File: src/rtl/seg7_pkg.sv
// Shared types, glyph table and digit-step helper for the scanned 7-segment counter.
package seg7_pkg;

  // One counter digit; MODULUS is at most 16, so a nibble always suffices.
  typedef logic [3:0] digit_t;

  // Hex glyphs, segments {g,f,e,d,c,b,a} with bit0 = a, active-high.
  localparam logic [6:0] Glyphs [16] = '{
    7'h3F, 7'h06, 7'h5B, 7'h4F, 7'h66, 7'h6D, 7'h7D, 7'h07,
    7'h7F, 7'h6F, 7'h77, 7'h7C, 7'h39, 7'h5E, 7'h79, 7'h71
  };

  // Next value of a digit that is stepping; wraps at both ends of 0..max.
  function automatic digit_t next_digit(input digit_t d, input logic up, input digit_t max);
    digit_t r;
    if (up) begin
      r = (d == max) ? 4'd0 : d + 4'd1;
    end else begin
      r = (d == 4'd0) ? max : d - 4'd1;
    end
    return r;
  endfunction

endpackage

File: src/rtl/seg7_hex_decode.sv
// Combinational nibble to 7-segment glyph lookup (active-high segments).
module seg7_hex_decode
  import seg7_pkg::*;
(
  input  digit_t     nibble_i,
  output logic [6:0] glyph_o
);

  assign glyph_o = Glyphs[nibble_i];

endmodule

File: src/rtl/seg7_mod_counter_scan.sv
// Cascaded modulo up/down counter with a time-multiplexed 7-segment display scanner.
module seg7_mod_counter_scan
  import seg7_pkg::*;
#(
  parameter int unsigned N_DIGITS     = 4,
  parameter int unsigned MODULUS      = 10,
  parameter int unsigned SCAN_DIV     = 1024,
  parameter int unsigned COMMON_ANODE = 0
) (
  input  logic                  clk,
  input  logic                  rst,
  input  logic                  en,
  input  logic                  up,
  input  logic                  clr,
  input  logic                  man_sel,
  input  logic [3:0]            man_val,
  output logic [4*N_DIGITS-1:0] count,
  output logic                  carry,
  output logic [6:0]            seg,
  output logic [N_DIGITS-1:0]   dig_en
);

  localparam int unsigned DivW = (SCAN_DIV > 1) ? $clog2(SCAN_DIV) : 1;
  localparam int unsigned IdxW = (N_DIGITS > 1) ? $clog2(N_DIGITS) : 1;

  localparam logic [DivW-1:0] DivLast  = DivW'(SCAN_DIV - 1);
  localparam logic [IdxW-1:0] IdxLast  = IdxW'(N_DIGITS - 1);
  localparam digit_t          DigitMax = digit_t'(MODULUS - 1);

  // XOR masks that apply the pin polarity at the output registers.
  localparam logic [6:0]          SegMask = (COMMON_ANODE != 0) ? 7'h7F : 7'h00;
  localparam logic [N_DIGITS-1:0] DigMask = (COMMON_ANODE != 0) ? '1 : '0;

  localparam logic [6:0]          SegReset = Glyphs[0] ^ SegMask;
  localparam logic [N_DIGITS-1:0] DigReset = N_DIGITS'(1) ^ DigMask;

  // ---------------------------------------------------------------------------
  // Counter
  // ---------------------------------------------------------------------------
  logic [4*N_DIGITS-1:0] count_q, count_d;
  logic                  carry_q, carry_d;

  // step[i] is high when digit i advances this cycle; step[N_DIGITS] means full wrap.
  logic [N_DIGITS:0] step;

  assign step[0] = en;

  for (genvar gi = 0; gi < N_DIGITS; gi++) begin : g_digit
    digit_t cur;
    logic   at_end;

    assign cur    = count_q[4*gi +: 4];
    // A digit passes the step on only when it is about to wrap in the current direction.
    assign at_end = up ? (cur == DigitMax) : (cur == 4'd0);

    assign step[gi+1]          = step[gi] & at_end;
    assign count_d[4*gi +: 4]  = step[gi] ? next_digit(cur, up, DigitMax) : cur;
  end

  // Carry is a one-cycle flag raised on the edge where every digit wraps.
  always_comb begin
    carry_d = step[N_DIGITS];
    if (clr) begin
      carry_d = 1'b0;
    end
  end

  // Counter register: rst and clr both clear; otherwise take the cascaded next value.
  always_ff @(posedge clk) begin
    if (rst || clr) begin
      count_q <= '0;
      carry_q <= 1'b0;
    end else begin
      count_q <= count_d;
      carry_q <= carry_d;
    end
  end

  assign count = count_q;
  assign carry = carry_q;

  // ---------------------------------------------------------------------------
  // Scan sequencer
  // ---------------------------------------------------------------------------
  logic [DivW-1:0] div_q;
  logic [IdxW-1:0] idx_q;

  // Divider dwells SCAN_DIV cycles per position, then advances the digit index.
  always_ff @(posedge clk) begin
    if (rst) begin
      div_q <= '0;
      idx_q <= '0;
    end else if (div_q == DivLast) begin
      div_q <= '0;
      idx_q <= (idx_q == IdxLast) ? '0 : idx_q + 1'b1;
    end else begin
      div_q <= div_q + 1'b1;
    end
  end

  // ---------------------------------------------------------------------------
  // Display path
  // ---------------------------------------------------------------------------
  digit_t              shown;
  logic [6:0]          glyph;
  logic [N_DIGITS-1:0] dig_sel;

  // Select the nibble for the current position, or the manual override.
  always_comb begin
    shown = count_q[3:0];
    for (int i = 0; i < N_DIGITS; i++) begin
      if (idx_q == IdxW'(i)) begin
        shown = count_q[4*i +: 4];
      end
    end
    if (man_sel) begin
      shown = man_val;
    end
  end

  assign dig_sel = N_DIGITS'(1) << idx_q;

  seg7_hex_decode u_decode (
    .nibble_i (shown),
    .glyph_o  (glyph)
  );

  logic [6:0]          seg_q;
  logic [N_DIGITS-1:0] dig_en_q;

  // Output registers with pin polarity folded in.
  always_ff @(posedge clk) begin
    if (rst) begin
      seg_q    <= SegReset;
      dig_en_q <= DigReset;
    end else begin
      seg_q    <= glyph ^ SegMask;
      dig_en_q <= dig_sel ^ DigMask;
    end
  end

  assign seg    = seg_q;
  assign dig_en = dig_en_q;

endmodule

File: config.mk
export PLATFORM = sky130hd
export DESIGN_NAME = seg7_mod_counter_scan
export DESIGN_NICKNAME = d
export VERILOG_FILES = /design/src/rtl/seg7_pkg.sv /design/src/rtl/seg7_hex_decode.sv /design/src/rtl/seg7_mod_counter_scan.sv
export SDC_FILE = /design/constraint.sdc
export NUM_CORES = 1
export LEC_CHECK = 0
export ABC_CLOCK_PERIOD_IN_PS = 8800
export BUFFER_PORTS_ARGS = -buffer_cell sky130_fd_sc_hd__clkbuf_2
export CAP_MARGIN = 20
export CORE_MARGIN = 5
export CORE_UTILIZATION = 40
export DETAILED_ROUTE_END_ITERATION = 10
export PLACE_DENSITY_LB_ADDON = 0.12
export REMOVE_ABC_BUFFERS = 1
export SLEW_MARGIN = 40
export SYNTH_ARGS = -nofsm -noshare
export SYNTH_HDL_FRONTEND = slang
export SYNTH_SLANG_ARGS = --single-unit
File: constraint.sdc
create_clock -name clk -period 8.8 [get_ports clk]
set_input_delay 1.76 -clock clk [delete_from_list [all_inputs] [get_ports clk]]
set_output_delay 1.76 -clock clk [all_outputs]
set_load 0.01 [all_outputs]
# Yosys cells after proc, flatten, opt, wreduce, memory -nomap -nowiden
# Memory sizes are Yosys's and may differ from the RTL's. A register that Yosys moved wholly into a read port is not among the register bits.
# Cells that the tools add are included.
# W data, S select, Z words.
# word_totals
reg_bits	33
romBits	112
input_bits	10
out_inout_bits	28
word_cells	61
memories	1
# mem_list
memory	words	word_bits	rd	rd_ports_with_merged_regs	wr	line_no	text
(name not given)	16	7	1	1	0	seg7_hex_decode.sv:9	assign glyph_o = Glyphs[nibble_i];
# op_classes
add_sub_neg	10
eq_ne	8
n_shift	1
muxes	21
bitwise_logic	5
n_reduce_logical	7
# op_table
operator	count
$mux W4	16
$add A4 B1 Y4 const B	4
$eq A4 B4 Y1 const B	4
$logic_not A4 Y1	4
$sub A4 B1 Y4 const B	4
$add A10 B1 Y10 const B	1
$eq A10 B10 Y1 const B	1
$not A4 Y5	1
$and A1 B1 Y1	4
$eq A2 B2 Y1 const B	2
$mux W1	4
$reduce_or A2 Y1	2
$shl A1 B2 Y4 const A	1
$add A2 B1 Y2 const B	1
$eq A2 B1 Y1 const B	1
$mux W2	1
$logic_or A1 B1 Y1	1

# Logic depth before layout (Yosys ltp)
# logic_depth
depth_word	6
mapped_depth	11
mapped_depth_nobuf	10

# Hierarchy
# From an unflattened synthesis, not the netlist that was laid out.
# hier_totals
hier_cells	310
area_unflattened_um2	2548.7
# modules_own_cells
module	n_inst	cells_per_inst	area_per_inst_um2	seq_area_each_um2
seg7_mod_counter_scan	1	277	2254.7	800.8
seg7_hex_decode	1	33	294.0	0.0

# Least setup slack after synthesis
# Ideal clock, no wire load.
# synth_timing
path_kind	input to register
from	input port up
to	register count_q[14] (netlist: count[14])
setup_time_ps	122
arrival_ps	4208
t_required_ps	8678
setup_slack_ps	4470
cell_stages	9
n_path_buf	3
path_cell_list	clkbuf_1 -> nand3_1 -> a211o_4 -> or4_4 -> buf_6 -> or4_4 -> buf_6 -> o211a_1 -> a311o_1
# synth_via
elab_chain_cells	4
word_cells_on_any_way	7
classes_between	mux (4); bitwise (3)
# synth_lines
element	line_no	text
start: declaration	seg7_mod_counter_scan.sv:13	input logic up,
$mux W1	seg7_mod_counter_scan.sv:54	assign at_end = up ? (cur == DigitMax) : (cur == 4'd0);
$and A1 B1 Y1 (3 in series)	seg7_mod_counter_scan.sv:56	assign step[gi+1] = step[gi] & at_end;
end signal: assignment	seg7_mod_counter_scan.sv:74	count_q <= count_d;
end: declaration	seg7_mod_counter_scan.sv:40	logic [4*N_DIGITS-1:0] count_q, count_d;
# Several ways; a longest one is shown, not always the timed one.
# A chain may end at the register's enable or synchronous reset.

# Worst setup path in the final report
# Ends and elaborated chain as after synthesis.

==> impl_metrics.json <==
{
  "wl_per_cell_microns": 13.0,
  "fin_crit_sh": 0.487,
  "status": "complete, no violations",
  "clk_pin_slew_ns": 0.08,
  "worst_slew_margin_rel": 0.569,
  "crit_chain": "clkbuf_2 -> or3_1 -> a211o_4 -> or4_4 -> or4_4 -> o211a_1 -> a311o_1",
  "routed-via-count": 2057,
  "finalSetupViolations": 0,
  "finClkSkew_ns": 0.00631,
  "core_area_sq_um": 5540,
  "grt_usage": 0.142,
  "synth_cell_type_count": 46,
  "portBuffers": 37,
  "routed_wl_mm": 5.02,
  "die_area_sq_um": 7370,
  "rsz0062_at_grt": "no",
  "initial_core_util": 0.415,
  "synth_common_cells": "40 x dfxtp_1, 37 x nor2_1, 26 x a21oi_1",
  "cts_buffers": 5,
  "slowest_delay_ns": 0.57,
  "end_kind": "register",
  "async_reset_ff_frac": 0,
  "arrival_ns": 4.48,
  "crit_required_ns": 8.99,
  "drc_errors": 0,
  "hpwlAfterDp_mm": 3.57,
  "cp_top_family": "simple AND/OR/NAND/NOR gates",
  "synth_cells": 292,
  "critPathLaunchType": "input port",
  "powerDensity_nw_per_um2": 148,
  "ys_seq_area_frac": 0.348,
  "cts_tree": "built",
  "cp_max_fo": 20,
  "synth_edf_count": 0,
  "hp-class": "reg2reg",
  "multiInputGateArea_sq_um": 1330,
  "yosys.area.top_type": "dfxtp_1",
  "ir_worst_vdd_mv": 0.0768,
  "maxCapViolations": 0,
  "hold_buffers": 0,
  "gp_congestion": 0.823,
  "whs_path_depth": 1,
  "synth_top_area_share": 0.348,
  "drtIter0Drc": 86,
  "die_x_microns": 85.8,
  "cp.depth": 7,
  "grt_pass1_vias": 1908,
  "antenna_cells": 0,
  "grt_first_pass_wirelength_mm": 8.54,
  "worstSetupPathType": "in2reg",
  "finalHoldViolCount": 0,
  "reg2reg_depth": 6,
  "layout.area.seq_sq_um": 801,
  "ctsResizeCount": 0,
  "post-route-min-period_ns": 4.29,
  "area_growth_syn_to_layout_pct": 12.3,
  "slew_viol_final": 0,
  "antenna_left": 0,
  "dieHeight_microns": 85.8,
  "antenna_found_initial": 0,
  "cpMaxStageDelayCell": "or4_4",
  "path_buf_inv": 1,
  "clock_sinks": 40,
  "rows": 27,
  "reg2reg_setup_slack_ns": 5.81,
  "clkLatencyLatePin_ns": 0.29,
  "pin_count": 38,
  "fin_nets": 332,
  "root_buffer": "clkbuf_8",
  "holdWs_ns": 0.465,
  "grt_overflow_total": 0,
  "firstDrtPassIters": 4,
  "syn_area_sq_um": 2300,
  "fill_cells": 599,
  "synth_warnings": 0,
  "drive_above_1_share": 0.187,
  "synth.area.top_cells": "dfxtp_1 35%, nor2_1 6.0%, a21oi_1 5.7%",
  "clock_path_buffers": 2,
  "grt_max_degree": 21,
  "ys_ff_latch": 40,
  "via_per_inst": 5.32,
  "synth_top_flop_cell": "dfxtp_1",
  "post_cts_buffers": 0,
  "syn_area_per_cell_sq_um": 7.88,
  "p_leak_nw": 1.03,
  "crit_top_cell": "or4_4",
  "htree_num_levels": 2,
  "fmax_mhz": 233,
  "finalSetupTns_ns": 0,
  "tightestPinTransition_ns": 0.646,
  "yosysMostFrequentCell": "dfxtp_1"
}
-- metal layers --
metal,global-route usage,share of wire,up-vias
met2,0.238,0.45,34
met3,0.0317,0.033,4
li1,-,-,1067
met5,0,0,-
met4,0.0460,0.012,0
met1,0.181,0.50,952
-- metrics by stage --
step	utilization	worst slack (ns)	total power, mW	cells	cell area (sq um)
final	0.467	4.51	0.384	387	2580
after floorplan	-	4.61	0.222	269	2190
after CTS	0.467	4.54	0.390	387	2580
after detailed placement	0.446	4.22	0.238	379	2470
after global placement	0.446	4.25	0.238	379	2470
after global routing	0.467	4.43	0.404	387	2580
-- cell families (layout without fill, tap and decap cells) --
family / Yosys count / in the layout / synth area share
muxes: 7 / 7 / 0.0310
adders and majority gates: 8 / 8 / 0.0435
DFF: 40 / 40 / 0.348
buffers and inverters: 39 / 62 / 0.0739
xor gates and xnor gates: 15 / 15 / 0.0571
and+or+nand+nor: 103 / 103 / 0.220
AOI/OAI and AO/OA: 80 / 80 / 0.227
-- cell type report --
class | instances | area share
timing repair buffer | 38 | 0.0745
tap | 72 | 0.0348
clock buffer | 5 | 0.0266
clock inverter | 3 | 0.0165
multi-input combinational | 213 | 0.515
inverter | 16 | 0.0232
sequential | 40 | 0.310
-- worst paths after layout --
path | start | to
setup / recovery | up | count[14]
hold / removal | div_q[0] | div_q[0]
setup reg to reg | count[0] | count[14]
hold reg to reg | div_q[0] | div_q[0]
-- report_power, final --
part	switching, mW	internal [mW]
sequential	0.00430	0.186
clock	0.0660	0.0839
combinational	0.0260	0.0175
total	0.0964	0.287
-- layout by cell type (no fill, tap or decap), types with 5 or more instances in the layout --
| cell | n |
|---|---|
| a21oi_1 | 26 |
| and3_1 | 5 |
| clkbuf_2 | 37 |
| clkbuf_8 | 5 |
| dfxtp_1 | 40 |
| ha_1 | 8 |
| inv_1 | 16 |
| mux2i_1 | 6 |
| nand2_1 | 15 |
| nand3_1 | 9 |
| nor2_1 | 37 |
| nor3_1 | 11 |
| o21ai_0 | 21 |
| or2_2 | 5 |
| or3_1 | 6 |
| xnor2_1 | 8 |
| xor2_1 | 7 |
-- registers in the layout, indices dropped and copies added, names as in the netlist --
| register | count |
|---|---|
| count | 16 |
| div_q | 10 |
| seg | 7 |
| idx_q | 2 |
| dig_en | 4 |
| carry | 1 |
No activity file was read; power rests on OpenSTA's default activity.
